**src/rtl/fp_pkg.sv**
```systemverilog
// Shared constants and types for the FP multiplier datapath: rounding-mode
// encodings, default field widths, bias / product widths and result field offsets.
package fp_pkg;

  typedef enum logic [1:0] {
    RM_RNE = 2'b00,
    RM_RTZ = 2'b01,
    RM_RUP = 2'b10,
    RM_RDN = 2'b11
  } rmode_e;

  localparam int EXP_W_DEF  = 8;
  localparam int MAN_W_DEF  = 23;
  localparam int BIAS_DEF   = (1 << (EXP_W_DEF - 1)) - 1;
  localparam int PROD_W_DEF = 2 * (MAN_W_DEF + 1);

  localparam int MAN_LSB_DEF  = 0;
  localparam int EXP_LSB_DEF  = MAN_W_DEF;
  localparam int SIGN_POS_DEF = EXP_W_DEF + MAN_W_DEF;

  function automatic int exp_bias(input int exp_w);
    return (1 << (exp_w - 1)) - 1;
  endfunction

  function automatic int prod_width(input int man_w);
    return 2 * (man_w + 1);
  endfunction

  // Overflow saturates to infinity only when the mode rounds away from zero for this sign.
  function automatic logic ovf_to_inf(input rmode_e rm, input logic sign);
    logic r;
    case (rm)
      RM_RNE:  r = 1'b1;
      RM_RTZ:  r = 1'b0;
      RM_RUP:  r = ~sign;
      RM_RDN:  r = sign;
      default: r = 1'b1;
    endcase
    return r;
  endfunction

endpackage

```
**src/rtl/fp_round_inc.sv**
```systemverilog
// Round-increment decision for one significand: (lsb, guard, sticky, sign, mode) -> inc.
module fp_round_inc
  import fp_pkg::*;
(
  input  logic   lsb,
  input  logic   guard,
  input  logic   sticky,
  input  logic   sign,
  input  rmode_e rmode,
  output logic   inc
);

  // Increment selection per rounding mode.
  always_comb begin
    inc = 1'b0;
    case (rmode)
      RM_RNE:  inc = guard & (sticky | lsb);
      RM_RTZ:  inc = 1'b0;
      RM_RUP:  inc = (guard | sticky) & ~sign;
      RM_RDN:  inc = (guard | sticky) & sign;
      default: inc = 1'b0;
    endcase
  end

endmodule

```
**src/rtl/fp_mul_norm_round_pipe.sv**
```systemverilog
// Two-stage normalise (S1) and round/exception (S2) pipeline of the FP multiplier.
// Optional FPMUL_RMODE_EN adds the in_rmode port; without it rounding is fixed RNE.
module fp_mul_norm_round_pipe
  import fp_pkg::*;
#(
  parameter  int EXP_W  = EXP_W_DEF,
  parameter  int MAN_W  = MAN_W_DEF,
  localparam int PROD_W = 2 * (MAN_W + 1)
) (
  input  logic                   clk,
  input  logic                   rst_n,
  input  logic                   in_valid,
  output logic                   in_ready,
  input  logic                   in_sign,
  input  logic                   in_zero,
  input  logic [EXP_W+1:0]       in_exp,
  input  logic [PROD_W-1:0]      in_prod,
`ifdef FPMUL_RMODE_EN
  input  logic [1:0]             in_rmode,
`endif
  output logic                   out_valid,
  input  logic                   out_ready,
  output logic [EXP_W+MAN_W:0]   out_result,
  output logic                   out_ovf,
  output logic                   out_unf,
  output logic                   out_inexact
);

  // One extra exponent bit beyond the input so +1 (normalise) and +1 (rollover) never wrap.
  localparam int EW = EXP_W + 3;
  localparam logic signed [EW-1:0] EXP_OVF  = EW'((1 << EXP_W) - 1);
  localparam logic signed [EW-1:0] EXP_ZERO = EW'(0);
  localparam logic signed [EW-1:0] EXP_INC  = EW'(1);
  localparam logic [EXP_W-1:0] EXP_ALL1 = {EXP_W{1'b1}};
  localparam logic [EXP_W-1:0] EXP_MAXF = {{(EXP_W-1){1'b1}}, 1'b0};
  localparam logic [EXP_W-1:0] EXP_NULL = {EXP_W{1'b0}};
  localparam logic [MAN_W-1:0] MAN_ALL1 = {MAN_W{1'b1}};
  localparam logic [MAN_W-1:0] MAN_NULL = {MAN_W{1'b0}};

  logic s1_en_s;
  logic s2_en_s;

  logic                 s1_valid_r;
  logic                 s1_sign_r;
  logic                 s1_zero_r;
  logic signed [EW-1:0] s1_exp_r;
  logic [MAN_W-1:0]     s1_man_r;
  logic                 s1_guard_r;
  logic                 s1_sticky_r;
  rmode_e               s1_rmode_r;

  logic                 out_valid_r;
  logic [EXP_W+MAN_W:0] out_result_r;
  logic                 out_ovf_r;
  logic                 out_unf_r;
  logic                 out_inexact_r;

  logic signed [EW-1:0] n1_exp_s;
  logic [MAN_W-1:0]     n1_man_s;
  logic                 n1_guard_s;
  logic                 n1_sticky_s;
  rmode_e               n1_rmode_s;

  logic                 inc_s;
  logic                 carry_s;
  logic [MAN_W-1:0]     man_rnd_s;
  logic signed [EW-1:0] exp_rnd_s;
  logic                 ovf_s;
  logic                 unf_s;
  logic                 to_inf_s;
  logic [EXP_W-1:0]     res_exp_s;
  logic [MAN_W-1:0]     res_man_s;
  logic                 res_ovf_s;
  logic                 res_unf_s;
  logic                 res_inexact_s;

  assign s2_en_s  = ~out_valid_r | out_ready;
  assign s1_en_s  = ~s1_valid_r | s2_en_s;
  assign in_ready = s1_en_s;

  assign out_valid   = out_valid_r;
  assign out_result  = out_result_r;
  assign out_ovf     = out_ovf_r;
  assign out_unf     = out_unf_r;
  assign out_inexact = out_inexact_r;

`ifdef FPMUL_RMODE_EN
  assign n1_rmode_s = rmode_e'(in_rmode);
`else
  assign n1_rmode_s = RM_RNE;
`endif

  // S1 normalise: pick the significand window by the product MSB; the hidden bit is not kept.
  always_comb begin
    n1_exp_s    = $signed({in_exp[EXP_W+1], in_exp});
    n1_man_s    = in_prod[PROD_W-3 -: MAN_W];
    n1_guard_s  = in_prod[MAN_W-1];
    n1_sticky_s = |in_prod[MAN_W-2:0];
    if (in_prod[PROD_W-1]) begin
      n1_exp_s    = $signed({in_exp[EXP_W+1], in_exp}) + EXP_INC;
      n1_man_s    = in_prod[PROD_W-2 -: MAN_W];
      n1_guard_s  = in_prod[MAN_W];
      n1_sticky_s = |in_prod[MAN_W-1:0];
    end else begin
      n1_exp_s    = $signed({in_exp[EXP_W+1], in_exp});
      n1_man_s    = in_prod[PROD_W-3 -: MAN_W];
      n1_guard_s  = in_prod[MAN_W-1];
      n1_sticky_s = |in_prod[MAN_W-2:0];
    end
  end

  // S1 pipeline register.
  always_ff @(posedge clk or negedge rst_n) begin
    if (!rst_n) begin
      s1_valid_r  <= 1'b0;
      s1_sign_r   <= 1'b0;
      s1_zero_r   <= 1'b0;
      s1_exp_r    <= EXP_ZERO;
      s1_man_r    <= MAN_NULL;
      s1_guard_r  <= 1'b0;
      s1_sticky_r <= 1'b0;
      s1_rmode_r  <= RM_RNE;
    end else if (s1_en_s) begin
      s1_valid_r <= in_valid;
      if (in_valid) begin
        s1_sign_r   <= in_sign;
        s1_zero_r   <= in_zero;
        s1_exp_r    <= n1_exp_s;
        s1_man_r    <= n1_man_s;
        s1_guard_r  <= n1_guard_s;
        s1_sticky_r <= n1_sticky_s;
        s1_rmode_r  <= n1_rmode_s;
      end
    end
  end

  fp_round_inc u_round_inc (
    .lsb    (s1_man_r[0]),
    .guard  (s1_guard_r),
    .sticky (s1_sticky_r),
    .sign   (s1_sign_r),
    .rmode  (s1_rmode_r),
    .inc    (inc_s)
  );

  // Rollover happens only when the stored mantissa is all ones; it then wraps to zero.
  assign carry_s   = (&s1_man_r) & inc_s;
  assign man_rnd_s = s1_man_r + {{(MAN_W-1){1'b0}}, inc_s};
  assign exp_rnd_s = s1_exp_r + (carry_s ? EXP_INC : EXP_ZERO);
  assign ovf_s     = (exp_rnd_s >= EXP_OVF);
  assign unf_s     = (exp_rnd_s <= EXP_ZERO);
  assign to_inf_s  = ovf_to_inf(s1_rmode_r, s1_sign_r);

  // S2 exception mux; an exact zero operand overrides overflow and underflow.
  always_comb begin
    res_exp_s     = exp_rnd_s[EXP_W-1:0];
    res_man_s     = man_rnd_s;
    res_ovf_s     = 1'b0;
    res_unf_s     = 1'b0;
    res_inexact_s = s1_guard_r | s1_sticky_r;
    if (s1_zero_r) begin
      res_exp_s     = EXP_NULL;
      res_man_s     = MAN_NULL;
      res_inexact_s = 1'b0;
    end else if (ovf_s) begin
      res_ovf_s     = 1'b1;
      res_inexact_s = 1'b1;
      if (to_inf_s) begin
        res_exp_s = EXP_ALL1;
        res_man_s = MAN_NULL;
      end else begin
        res_exp_s = EXP_MAXF;
        res_man_s = MAN_ALL1;
      end
    end else if (unf_s) begin
      res_unf_s     = 1'b1;
      res_inexact_s = 1'b1;
      res_exp_s     = EXP_NULL;
      res_man_s     = MAN_NULL;
    end else begin
      res_exp_s     = exp_rnd_s[EXP_W-1:0];
      res_man_s     = man_rnd_s;
      res_inexact_s = s1_guard_r | s1_sticky_r;
    end
  end

  // S2 output register.
  always_ff @(posedge clk or negedge rst_n) begin
    if (!rst_n) begin
      out_valid_r   <= 1'b0;
      out_result_r  <= {(EXP_W+MAN_W+1){1'b0}};
      out_ovf_r     <= 1'b0;
      out_unf_r     <= 1'b0;
      out_inexact_r <= 1'b0;
    end else if (s2_en_s) begin
      out_valid_r <= s1_valid_r;
      if (s1_valid_r) begin
        out_result_r  <= {s1_sign_r, res_exp_s, res_man_s};
        out_ovf_r     <= res_ovf_s;
        out_unf_r     <= res_unf_s;
        out_inexact_r <= res_inexact_s;
      end
    end
  end

endmodule

```
**config.mk**
```make
export PLATFORM = sky130hd
export DESIGN_NAME = fp_mul_norm_round_pipe
export DESIGN_NICKNAME = d
export VERILOG_FILES = /design/src/rtl/fp_pkg.sv /design/src/rtl/fp_round_inc.sv /design/src/rtl/fp_mul_norm_round_pipe.sv
export SDC_FILE = /design/constraint.sdc
export NUM_CORES = 1
export LEC_CHECK = 0
export CORE_ASPECT_RATIO = 0.8
export CORE_MARGIN = 5
export CORE_UTILIZATION = 45
export CTS_CLUSTER_SIZE = 16
export DETAILED_ROUTE_END_ITERATION = 10
export GPL_TIMING_DRIVEN = 0
export PLACE_DENSITY = 0.77
export SKIP_CTS_REPAIR_TIMING = 1
export SYNTH_ARGS = -nofsm -noshare
export SYNTH_HDL_FRONTEND = slang
export SYNTH_HIERARCHICAL = 1
export SYNTH_SLANG_ARGS = --single-unit
```
**constraint.sdc**
```tcl
create_clock -name clk -period 3.3 [get_ports clk]
set_clock_uncertainty 0.2 [all_clocks]
set_input_delay 0.33 -clock clk [delete_from_list [all_inputs] [get_ports clk]]
set_output_delay 0.33 -clock clk [all_outputs]
set_load 0.005 [all_outputs]
```
# --- Yosys cells after proc, flatten, opt, wreduce, memory -nomap -nowiden ---
# Cells that the tools add are included.
totals:
  reg_bits: 75
  input_bits: 64
  output_inout_bits: 37
  word_cells: 49
op_classes:
  addsub: 3
  magnitude_cmp: 2
  mux: 19
  n_bitwise: 8
  reduce_logical: 5
op_table:
  columns: ["op", "count"]
  rows:
  - ["2-to-1 mux 23 bit", 4]
  - ["2-to-1 mux 8 bit", 3]
  - ["adder 23 x 1 -> 23 bit", 1]
  - ["AND reduction 23 bit", 1]
  - ["OR reduction 23 bit", 1]
  - ["OR reduction 22 bit", 1]
  - ["adder 10 x 2 -> 11 bit, second input constant", 1]
  - ["adder 11 x 2 -> 11 bit", 1]
  - [">= comparator 11 x 9 -> 1 bit, second input constant", 1]
  - ["<= comparator 11 x 1 -> 1 bit, second input constant", 1]
  - ["2-to-1 mux 1 bit", 11]
  - ["2-to-1 mux 11 bit", 1]
  - ["bitwise OR 1 bit", 4]
  - ["AND reduction 2 bit", 2]
  - ["AND 1 bit", 2]
  - ["NOT 1 bit", 2]

# --- Longest topological paths before layout ---
# Gate-level depths: netlist of run 1.
logic_depth:
  ltp_word: 9
  mapped_depth: 16
  depth_no_buf: 14

# --- Cells and area by module ---
# The synthesis of run 1 kept the hierarchy.
modules_own_cells:
  columns: ["mod", "instances", "cells_per_inst", "area_per_inst_um2", "seq_area_each_um2"]
  rows:
  - ["fp_mul_norm_round_pipe", 1, 419, 4025.1, 1876.8]
  - ["fp_round_inc", 1, 5, 35.0, 0.0]

# --- Worst setup path after synthesis of run 1 ---
# Ideal clock, no wire load.
synth_path:
  path_type: "flip-flop to flip-flop"
  start: "register s1_guard_r"
  end: "register out_result_r[26], in the netlist out_result[26]"
  setup_time_ns: 0.126
  t_arrival_ns: 2.909
  required_ns: 2.974
  path_slack_ns: 0.065
  path_stages_with_launch: 15
  path_buffers: 1
  period_less_slack_ns: 3.235
  cell_sequence: "dfrtp_1 -> a21oi_1 -> nor3_2 -> nand4_1 -> nor3_1 -> nand4_1 -> nor3_1 -> ha_1 -> ha_1 -> nand3_4 -> or4_1 -> and3_1 -> buf_6 -> a21boi_4 -> a221o_1"
synth_between:
  elab_chain_cells: 8
  elab_cells_between_ends: 9
  classes_between: "1 x add/sub; 2 x order compare; 4 x mux; 2 x bitwise"
synth_lines:
  columns: ["item", "line_no", "rtl"]
  rows:
  - ["start: declaration", "fp_mul_norm_round_pipe.sv:48", "logic s1_guard_r;"]
  - ["start signal: assignment", "fp_mul_norm_round_pipe.sv:130", "s1_guard_r <= n1_guard_s;"]
  - ["AND 1 bit *", "fp_round_inc.sv:17", "RM_RNE: inc = guard & (sticky | lsb);"]
  - ["net inc_s", "fp_mul_norm_round_pipe.sv:64", "logic inc_s;"]
  - ["AND 1 bit *", "fp_mul_norm_round_pipe.sv:147", "assign carry_s = (&s1_man_r) & inc_s;"]
  - ["2-to-1 mux 1 bit *", "fp_mul_norm_round_pipe.sv:149", "assign exp_rnd_s = s1_exp_r + (carry_s ? EXP_INC : EXP_ZERO);"]
  - ["adder 11 x 2 -> 11 bit *", "fp_mul_norm_round_pipe.sv:149", null]
  - ["<= comparator 11 x 1 -> 1 bit", "fp_mul_norm_round_pipe.sv:151", "assign unf_s = (exp_rnd_s <= EXP_ZERO);"]
  - ["2-to-1 mux 8 bit", "fp_mul_norm_round_pipe.sv:175", "end else if (unf_s) begin"]
  - ["2-to-1 mux 8 bit *", "fp_mul_norm_round_pipe.sv:165", "end else if (ovf_s) begin"]
  - ["2-to-1 mux 8 bit *", "fp_mul_norm_round_pipe.sv:161", "if (s1_zero_r) begin"]
  - ["end signal: assignment", "fp_mul_norm_round_pipe.sv:191", "out_result_r <= {(EXP_W+MAN_W+1){1'b0}};"]
  - ["end signal: assignment", "fp_mul_norm_round_pipe.sv:198", "out_result_r <= {s1_sign_r, res_exp_s, res_man_s};"]
  - ["end: declaration", "fp_mul_norm_round_pipe.sv:53", "logic [EXP_W+MAN_W:0] out_result_r;"]
# The timed path passes the listed nets; every way through them passes the cells marked *.
# A chain may end at the register's enable or synchronous reset.

# --- Worst setup path after layout of run 1 ---
layout_path:
  start: "register s1_guard_r"
  end: "register out_result_r[7], in the netlist out_result[7]"
layout_between:
  elab_chain_cells: 8
  elab_cells_between_ends: 10
  classes_between: "2 x add/sub; 2 x order compare; 4 x mux; 2 x bitwise"
layout_lines:
  columns: ["item", "line_no"]
  rows:
  - ["AND 1 bit *", "fp_round_inc.sv:17"]
  - ["net inc_s", "fp_mul_norm_round_pipe.sv:64"]
  - ["AND 1 bit", "fp_mul_norm_round_pipe.sv:147"]
  - ["2-to-1 mux 1 bit", "fp_mul_norm_round_pipe.sv:149"]
  - ["adder 11 x 2 -> 11 bit", "fp_mul_norm_round_pipe.sv:149"]
  - ["<= comparator 11 x 1 -> 1 bit", "fp_mul_norm_round_pipe.sv:151"]
  - ["2-to-1 mux 23 bit", "fp_mul_norm_round_pipe.sv:175"]
  - ["2-to-1 mux 23 bit *", "fp_mul_norm_round_pipe.sv:165"]
  - ["2-to-1 mux 23 bit *", "fp_mul_norm_round_pipe.sv:161"]
# Marked as above.

==> metrics.md, run 1 <==
| Metric | Value |
|---|---|
| Max capacitance violation total | `0` |
| GPL Wtd Cong | `~0.85` |
| Int Power | `0.002026 W` |
| Outcome | `finished, violations left` |
| # H-tree levels | `3` |
| CTS root buf | `clkbuf_16` |
| Final WL | `roughly 11 mm` |
| Antenna-violating nets left | `0` |
| Congestion Overflow GR | `0` |
| Final Hold Vio Count | `75` |
| F_max | `296.5 MHz` |
| CP max stage delay | `0.52 ns` |
| Nets | `618` |
| Peak supply drop | `between 300 and 400 uV` |
| Startpoint types | `register` |
| Drt wl/cell | `16.25 um` |
| Post-synthesis cell count | `424` |
| Global-route wire length before repair | `roughly 17 mm` |
| Max_slew headroom | `between 30% and 40%` |
| # DRC | `0` |
| Synth Cell Area | `4060 um^2` |
| Worst setup EP type | `register` |
| Final setup viols | `27` |
| Yosys reg bits | `between 70 and 80` |
| Setup slack at placement | `-0.4092 ns` |
| Die area | `~11000 um^2` |
| Post-synthesis async set-or-reset flop share | `100.0%` |
| Setup WS post-layout | `-0.07219 ns` |
| Starting DRT DRC Count | `254` |
| Dominant synthesized flop cell | `dfrtp_1` |
| Mean post-synth cell area | `about 9.6 um^2` |
| Leakage | `2.356 nW` |
| Post-DP HPWL | `between 8 and 9 mm` |
| Die H | `between 90 and 100 um` |
| Syn. warnings | `6` |
| Synth-to-Final Area Change | `40.37%` |
| Die width | `116.2 um` |
| CP arrival | `around 3.4 ns` |
| Failing checks | `negative hold slack, negative setup slack` |
| Final Cycle Share | `102.2%` |
| Routed via count | `~3700` |
| CTS Buffer Depth | `2` |
| CTS Sinks | `75` |
| Via density | `between 5 and 6` |
| Initial Utilization | `between 40% and 50%` |
| GRT Util Overall | `19.78%` |
| IO Pins | `approximately 100` |
| Comb pwr share | `23.0%` |
| Post-synthesis sequential area ratio | `46.22%` |
| Crit path cell chain | `a21oi_2 -> nor3_2 -> nand4_1 -> nor3_1 -> nand4_1 -> nor3_2 -> ha_2 -> buf_4 -> nand3_4 -> xnor2_2 -> or4_4 -> nor3_4 -> buf_6 -> o31ai_1` |
| Switching share of total power | `between 20 and 30%` |
| RSZ-0062 raised after global routing | `true` |
| Vias in the first global route | `3597` |
| Initial antenna violation count | `0` |
| DRT Pass-1 Iters | `5` |
| Start point of the critical path | `s1_guard_r` |
| Clock power share | `34.5%` |
| Tot Pwr | `0.002804 W` |
| Pin count of the biggest net entering global routing | `76` |
| CTS Buf Count | `9` |
| Core area | `just under 9000 um^2` |
| Cell Pwr Density | `roughly 490 nW/um^2` |
| WP data required | `about 3.3 ns` |
| RR Startpoint | `s1_guard_r` |
| Slew Viols, Final | `0` |
| Antenna diode count | `0` |
| Yosys cell types | `45` |
| Port Buffers | `100` |
| Clock transition at path regs | `0.05 ns` |
| CTS tree | `done` |
| Layout cells sized above 1 | `approximately 11%` |
| Max FO, Critical Path | `10` |
| Min cycle time layout | `around 3.4 ns` |
| Row cnt | `31` |
| Psw | `~0.00078 W` |
| EDFF count, synth | `0` |
| Worst skew pair latency | `around 0.33 ns` |
| WS Path Type | `reg -> reg` |
| Final Hold Slack | `-0.06084 ns` |
| Slew @ Worst Pin | `a little over 0.9 ns` |
| Sequential share of power | `a little over two fifths` |
| Worst hold path class | `in -> async` |
| Worst path slowest cell | `or4_4` |
-- state kept, by name, summed over array words and instances (netlist names) --
| signal | count |
|---|---|
| s1_man_r | 23 |
| s1_sign_r | 1 |
| s1_sticky_r | 1 |
| out_result | 32 |
| out_valid | 1 |
| s1_guard_r | 1 |
| out_inexact | 1 |
| s1_valid_r | 1 |
| s1_zero_r | 1 |
| s1_exp_r | 11 |
| out_unf | 1 |
| out_ovf | 1 |
-- per-stage QoR --
step / instance area (um^2) / std cells / utilization, % / hold slack (ns) / setup TNS, ns
6_report: 5699 / 668 / 63.89 / -0.06084 / -1.095
5_1_grt: 5699 / 668 / 63.89 / 0.04531 / -4.865
4_1_cts: 5509 / 657 / 61.75 / -0.02700 / -12.95
3_5_place_dp: 5214 / 642 / 58.44 / 0.2597 / -11.91
3_3_place_gp: 5216 / 642 / 58.47 / 0.2552 / -62.10
2_1_floorplan: 4071 / 427 / - / -0.1656 / 0
-- cells in the mapped netlist (all sizes together) (2+ instances only) --
library cell | count | area share [%]
xnor2 | 17 | 3.7
ha | 5 | 1.5
and3 | 3 | 0.46
nand3 | 14 | 2.5
nand4 | 16 | 2.5
mux2i | 25 | 6.2
o31ai | 25 | 4.6
nor4b | 2 | 0.43
nor2 | 11 | 1.0
inv | 5 | 0.46
nand2 | 92 | 8.6
xor2 | 21 | 4.5
or3 | 2 | 0.31
nor4 | 7 | 1.1
and4 | 3 | 0.65
nor3 | 10 | 1.5
mux2 | 3 | 0.83
or4 | 2 | 0.37
a31oi | 2 | 0.31
buf | 12 | 2.1
o21ai | 41 | 5.1
a221o | 5 | 1.2
clkbuf | 11 | 1.0
nand2b | 2 | 0.31
dfrtp | 75 | 46
-- cell type report --
class | instances | area [um^2]
Inverter | 5 | 18.77
Buffer | 23 | 137.6
Fill cell | 726 | 3222
Multi-Input combinational cell | 324 | 2141
Sequential cell | 75 | 1878
Timing Repair Buffer | 111 | 1085
Tap cell | 115 | 143.9
Clock buffer | 13 | 260.3
Clock inverter | 2 | 35.03
-- worst max-delay path, delay by kind of cell (launching register included) --
family | cells | cell delay (ns)
DFF | 1 | 0.39
and+or+nand+nor | 8 | 1.76
AOI/OAI and AO/OA | 2 | 0.13
buffers and inverters | 2 | 0.34
adders and majority gates | 1 | 0.25
xor gates and xnor gates | 1 | 0.16
-- layout by cell type, fill, tap and decap left out, types with 3 or more instances in the layout --
cell type        count
mux2_2               3
nor2_1              11
mux2i_1             25
clkbuf_1            13
nand3_4              3
and4_1               3
nor4_1               7
buf_4               14
xnor2_1             16
dfrtp_1             74
clkdlybuf4s50_1     99
ha_1                 3
a221o_1              5
nand3_1             11
o31ai_1             21
nand2_1             91
buf_6                6
nor3_1               7
clkbuf_16            9
conb_1               4
nand4_1             16
xor2_1              21
o31ai_2              4
o21ai_0             40
inv_1                5
-- path summary, 6_finish.rpt --
path | cells after the start | slack (ns) | to
max | 14 | -0.07 | out_result[7]
min | 1 | -0.06 | out_result[25]
max reg2reg | 14 | -0.07 | out_result[7]
min reg2reg | 2 | 0.27 | out_result[30]
max in group asynchronous | 1 | 2.34 | s1_sticky_r
min in group clk | 2 | 0.27 | out_result[30]
-- kinds of logic (layout without fill, tap and decap cells) --
| logic type | Yosys count | after routing | synth area share (%) |
|---|---|---|---|
| and+or+nand+nor | 166 | 166 | 19.91 |
| xor gates and xnor gates | 38 | 38 | 8.197 |
| DFF | 75 | 75 | 46.22 |
| AOI/OAI and AO/OA | 83 | 83 | 13.50 |
| other | 1 | 4 | 0.09236 |
| muxes | 28 | 28 | 6.995 |
| adders and majority gates | 5 | 5 | 1.541 |
| buffers and inverters | 28 | 154 | 3.544 |
-- metal layers --
metal,vias to the layer above,GRT usage (%),share of wire [%]
met2,144,30.65,46
li1,1771,-,-
met1,1758,27.83,45
met4,0,7.826,1.5
met3,16,3.139,7.4
met5,-,0,0
-- power groups by stage --
| stage | combinational, W | clock (W) | sequential [W] |
|---|---|---|---|
| 2_1_floorplan | 0.000296 | 0 | 0.00117 |
| 3_3_place_gp | 0.000589 | 0 | 0.00119 |
| 3_5_place_dp | 0.000603 | 0 | 0.00120 |
| 4_1_cts | 0.000611 | 0.000971 | 0.00118 |
| 5_1_grt | 0.000708 | 0.00101 | 0.00121 |
| 6_report | 0.000645 | 0.000968 | 0.00119 |
Power figures use the tool's default switching activity.
==> run 2: changes to the inputs <==
CTS_CLUSTER_SIZE = 20   (was 16)
DONT_BUFFER_PORTS = 1   (was not set)
PLACE_DENSITY = not set   (was 0.77)
PLACE_DENSITY_LB_ADDON = 0.2   (was not set)
==> run 2 against run 1 <==
Against the previous run:
- maximum frequency shrank 0.24%
- core utilization shrank 10 points
- register-to-register slack is essentially flat
- wire length shrank 3.9%
- critical path depth shrank 1
- the run still ends with negative hold slack, negative setup slack left
==> metrics.md, run 2 (synthesized netlist as in run 1, its figures left out) <==
| Metric | Value |
|---|---|
| Layout cells sized above 1 | `between 10% and 20%` |
| CTS root buf | `clkbuf_16` |
| Final Cycle Share | `102.4%` |
| Start point of the critical path | `s1_guard_r` |
| Final Hold Slack | `-0.007585 ns` |
| FF-to-FF setup slack | `-0.08 ns` |
| Worst path slowest cell | `a2111o_1` |
| HP Start | `out_ready` |
| Congestion Overflow GR | `0` |
| Worst skew pair latency | `about 0.33 ns` |
| CP max stage delay | `about 0.45 ns` |
| Peak supply drop | `between 200 and 300 uV` |
| Crit path cell chain | `a21oi_2 -> nor3_2 -> nand4_1 -> nor3_2 -> nand4_1 -> nor3_2 -> ha_2 -> ha_4 -> nand3_4 -> or3_4 -> a2111o_1 -> a21boi_4 -> a221o_1` |
| Final WL | `~10 mm` |
| GPL Wtd Cong | `approximately 0.84` |
| Leading cell types in the layout, fill and taps excluded | `nand2_1, dfrtp_1, o21ai_0, mux2i_1, o31ai_1` |
| Leakage | `between 2 and 2.5 nW` |
| DRT Pass-1 Iters | `4` |
| Drt wl/cell | `~18 um` |
| Outcome | `finished, violations left` |
| Fillers | `roughly 840` |
| Row cnt | `31` |
| Slew Viols, Final | `0` |
| CP arrival | `about 3.5 ns` |
| Pin count of the biggest net entering global routing | `76` |
| Nets | `roughly 520` |
| Synth-to-Final Area Change | `18.15%` |
| Final Hold Vio Count | `3` |
| Post-DP Area | `around 4200 um^2` |
| Failing checks | `negative hold slack, negative setup slack` |
| # H-tree levels | `3` |
| Setup WS post-layout | `-0.08025 ns` |
| CTS tree | `done` |
| Die width | `~120 um` |
| Antenna-violating nets left | `0` |
| Non-Filler Instances | `between 500 and 600` |
| Port Buffers | `0` |
| Global-route wire length before repair | `~16 mm` |
| Max capacitance violation total | `0` |
| Core area | `8921 um^2` |
| Most frequent CP cell | `nor3_2` |
| Slew @ Worst Pin | `0.6810 ns` |
| RSZ-0062 raised after global routing | `true` |
| Max_slew headroom | `a little over half` |
| Cell Pwr Density | `about 540 nW/um^2` |
| F_max | `around 300 MHz` |
| Startpoint types | `register` |
| Min cycle time layout | `around 3.4 ns` |
| IO Pins | `101` |
| Clock transition at path regs | `around 0.05 ns` |
| GRT Util Overall | `between 10% and 20%` |
| Worst setup EP type | `register` |
| Fin area | `~4800 um^2` |
| Initial Utilization | `45.51%` |
| # DRC | `0` |
| CTS Buffer Depth | `2` |
| Starting DRT DRC Count | `between 100 and 150` |
| Commonest non-fill, non-tap cell in the layout | `nand2_1` |
| Worst hold path class | `in -> reg` |
| WS Path Type | `reg -> reg` |
| Vias in the first global route | `between 3000 and 4000` |
| Max FO, Critical Path | `7` |
| CTS Sinks | `between 70 and 80` |
| Die area | `11030 um^2` |
| Max reg flops | `32` |
| Routed via count | `~3200` |
| Post-DP HPWL | `7.963 mm` |
| Placed Instances | `542` |
| RR Startpoint | `s1_guard_r` |
| Initial antenna violation count | `0` |
| Final setup viols | `27` |
| CTS Buf Count | `9` |
| WP data required | `3.36 ns` |
| Antenna diode count | `0` |
| Via density | `roughly 5.6` |
| Die H | `approximately 95 um` |
==> run 2: layout make-up <==
cell class	instances	area, um^2	share of cell area [%]
tap	115	143.9	2.999
inverter	5	18.77	0.3912
buffer	23	137.6	2.869
sequential	75	1877	39.12
clock inverter	2	35.03	0.7303
multi-input combinational	324	2158	44.99
clock buffer	14	254.0	5.295
timing repair buffer	17	172.7	3.599
==> run 2: per-layer routing <==
| layer | track usage, % | up-vias | routed length [um] |
|---|---|---|---|
| met5 | 0 | - | 0 |
| met4 | 5.314 | 0 | 144 |
| met3 | 6.726 | 13 | 1063 |
| met2 | 26.15 | 129 | 4259 |
| met1 | 27.95 | 1507 | 4970 |
| li1 | - | 1570 | - |
==> run 2: power breakdown <==
group,internal [W],leakage (nW),switching [W],total [W]
clock network,0.000606,0.141,0.000353,0.000959
logic,0.000192,0.919,0.000241,0.000434
registers,0.00105,0.954,0.000154,0.00121
total,0.00185,2.01,0.000748,0.00260
==> run 2: worst max-delay path: cells and delay by family, from the launching register on <==
kind / cells / cell delay (ns)
fa+ha+maj: 2 / 0.41
flops: 1 / 0.40
simple gates: 7 / 1.35
compound gates: 4 / 0.96
==> run 2: final timing paths <==
| path | cells after the start | end |
|---|---|---|
| worst max register to register | 13 | out_result[24] |
| min in group asynchronous | 2 | s1_man_r[15] |
| worst max-delay path | 13 | out_result[24] |
| worst min-delay path | 2 | out_valid |
| worst min register to register | 2 | out_result[30] |
| max in group asynchronous | 2 | out_result[7] |
==> run 2: metrics by stage <==
stage | setup WS [ns] | total power (W) | hold slack (ns) | utilization (%) | setup TNS [ns]
2_1_floorplan | 0.06503 | 0.001464 | -0.1656 | - | 0
3_3_place_gp | -0.3508 | 0.001573 | -0.1622 | 47.25 | -10.20
3_5_place_dp | -0.4006 | 0.001589 | -0.1621 | 47.25 | -11.78
4_1_cts | -0.4204 | 0.002546 | -0.5117 | 50.49 | -12.51
5_1_grt | -0.2655 | 0.002724 | 0.01266 | 53.77 | -7.368
6_report | -0.08025 | 0.002599 | -0.007585 | 53.77 | -1.746
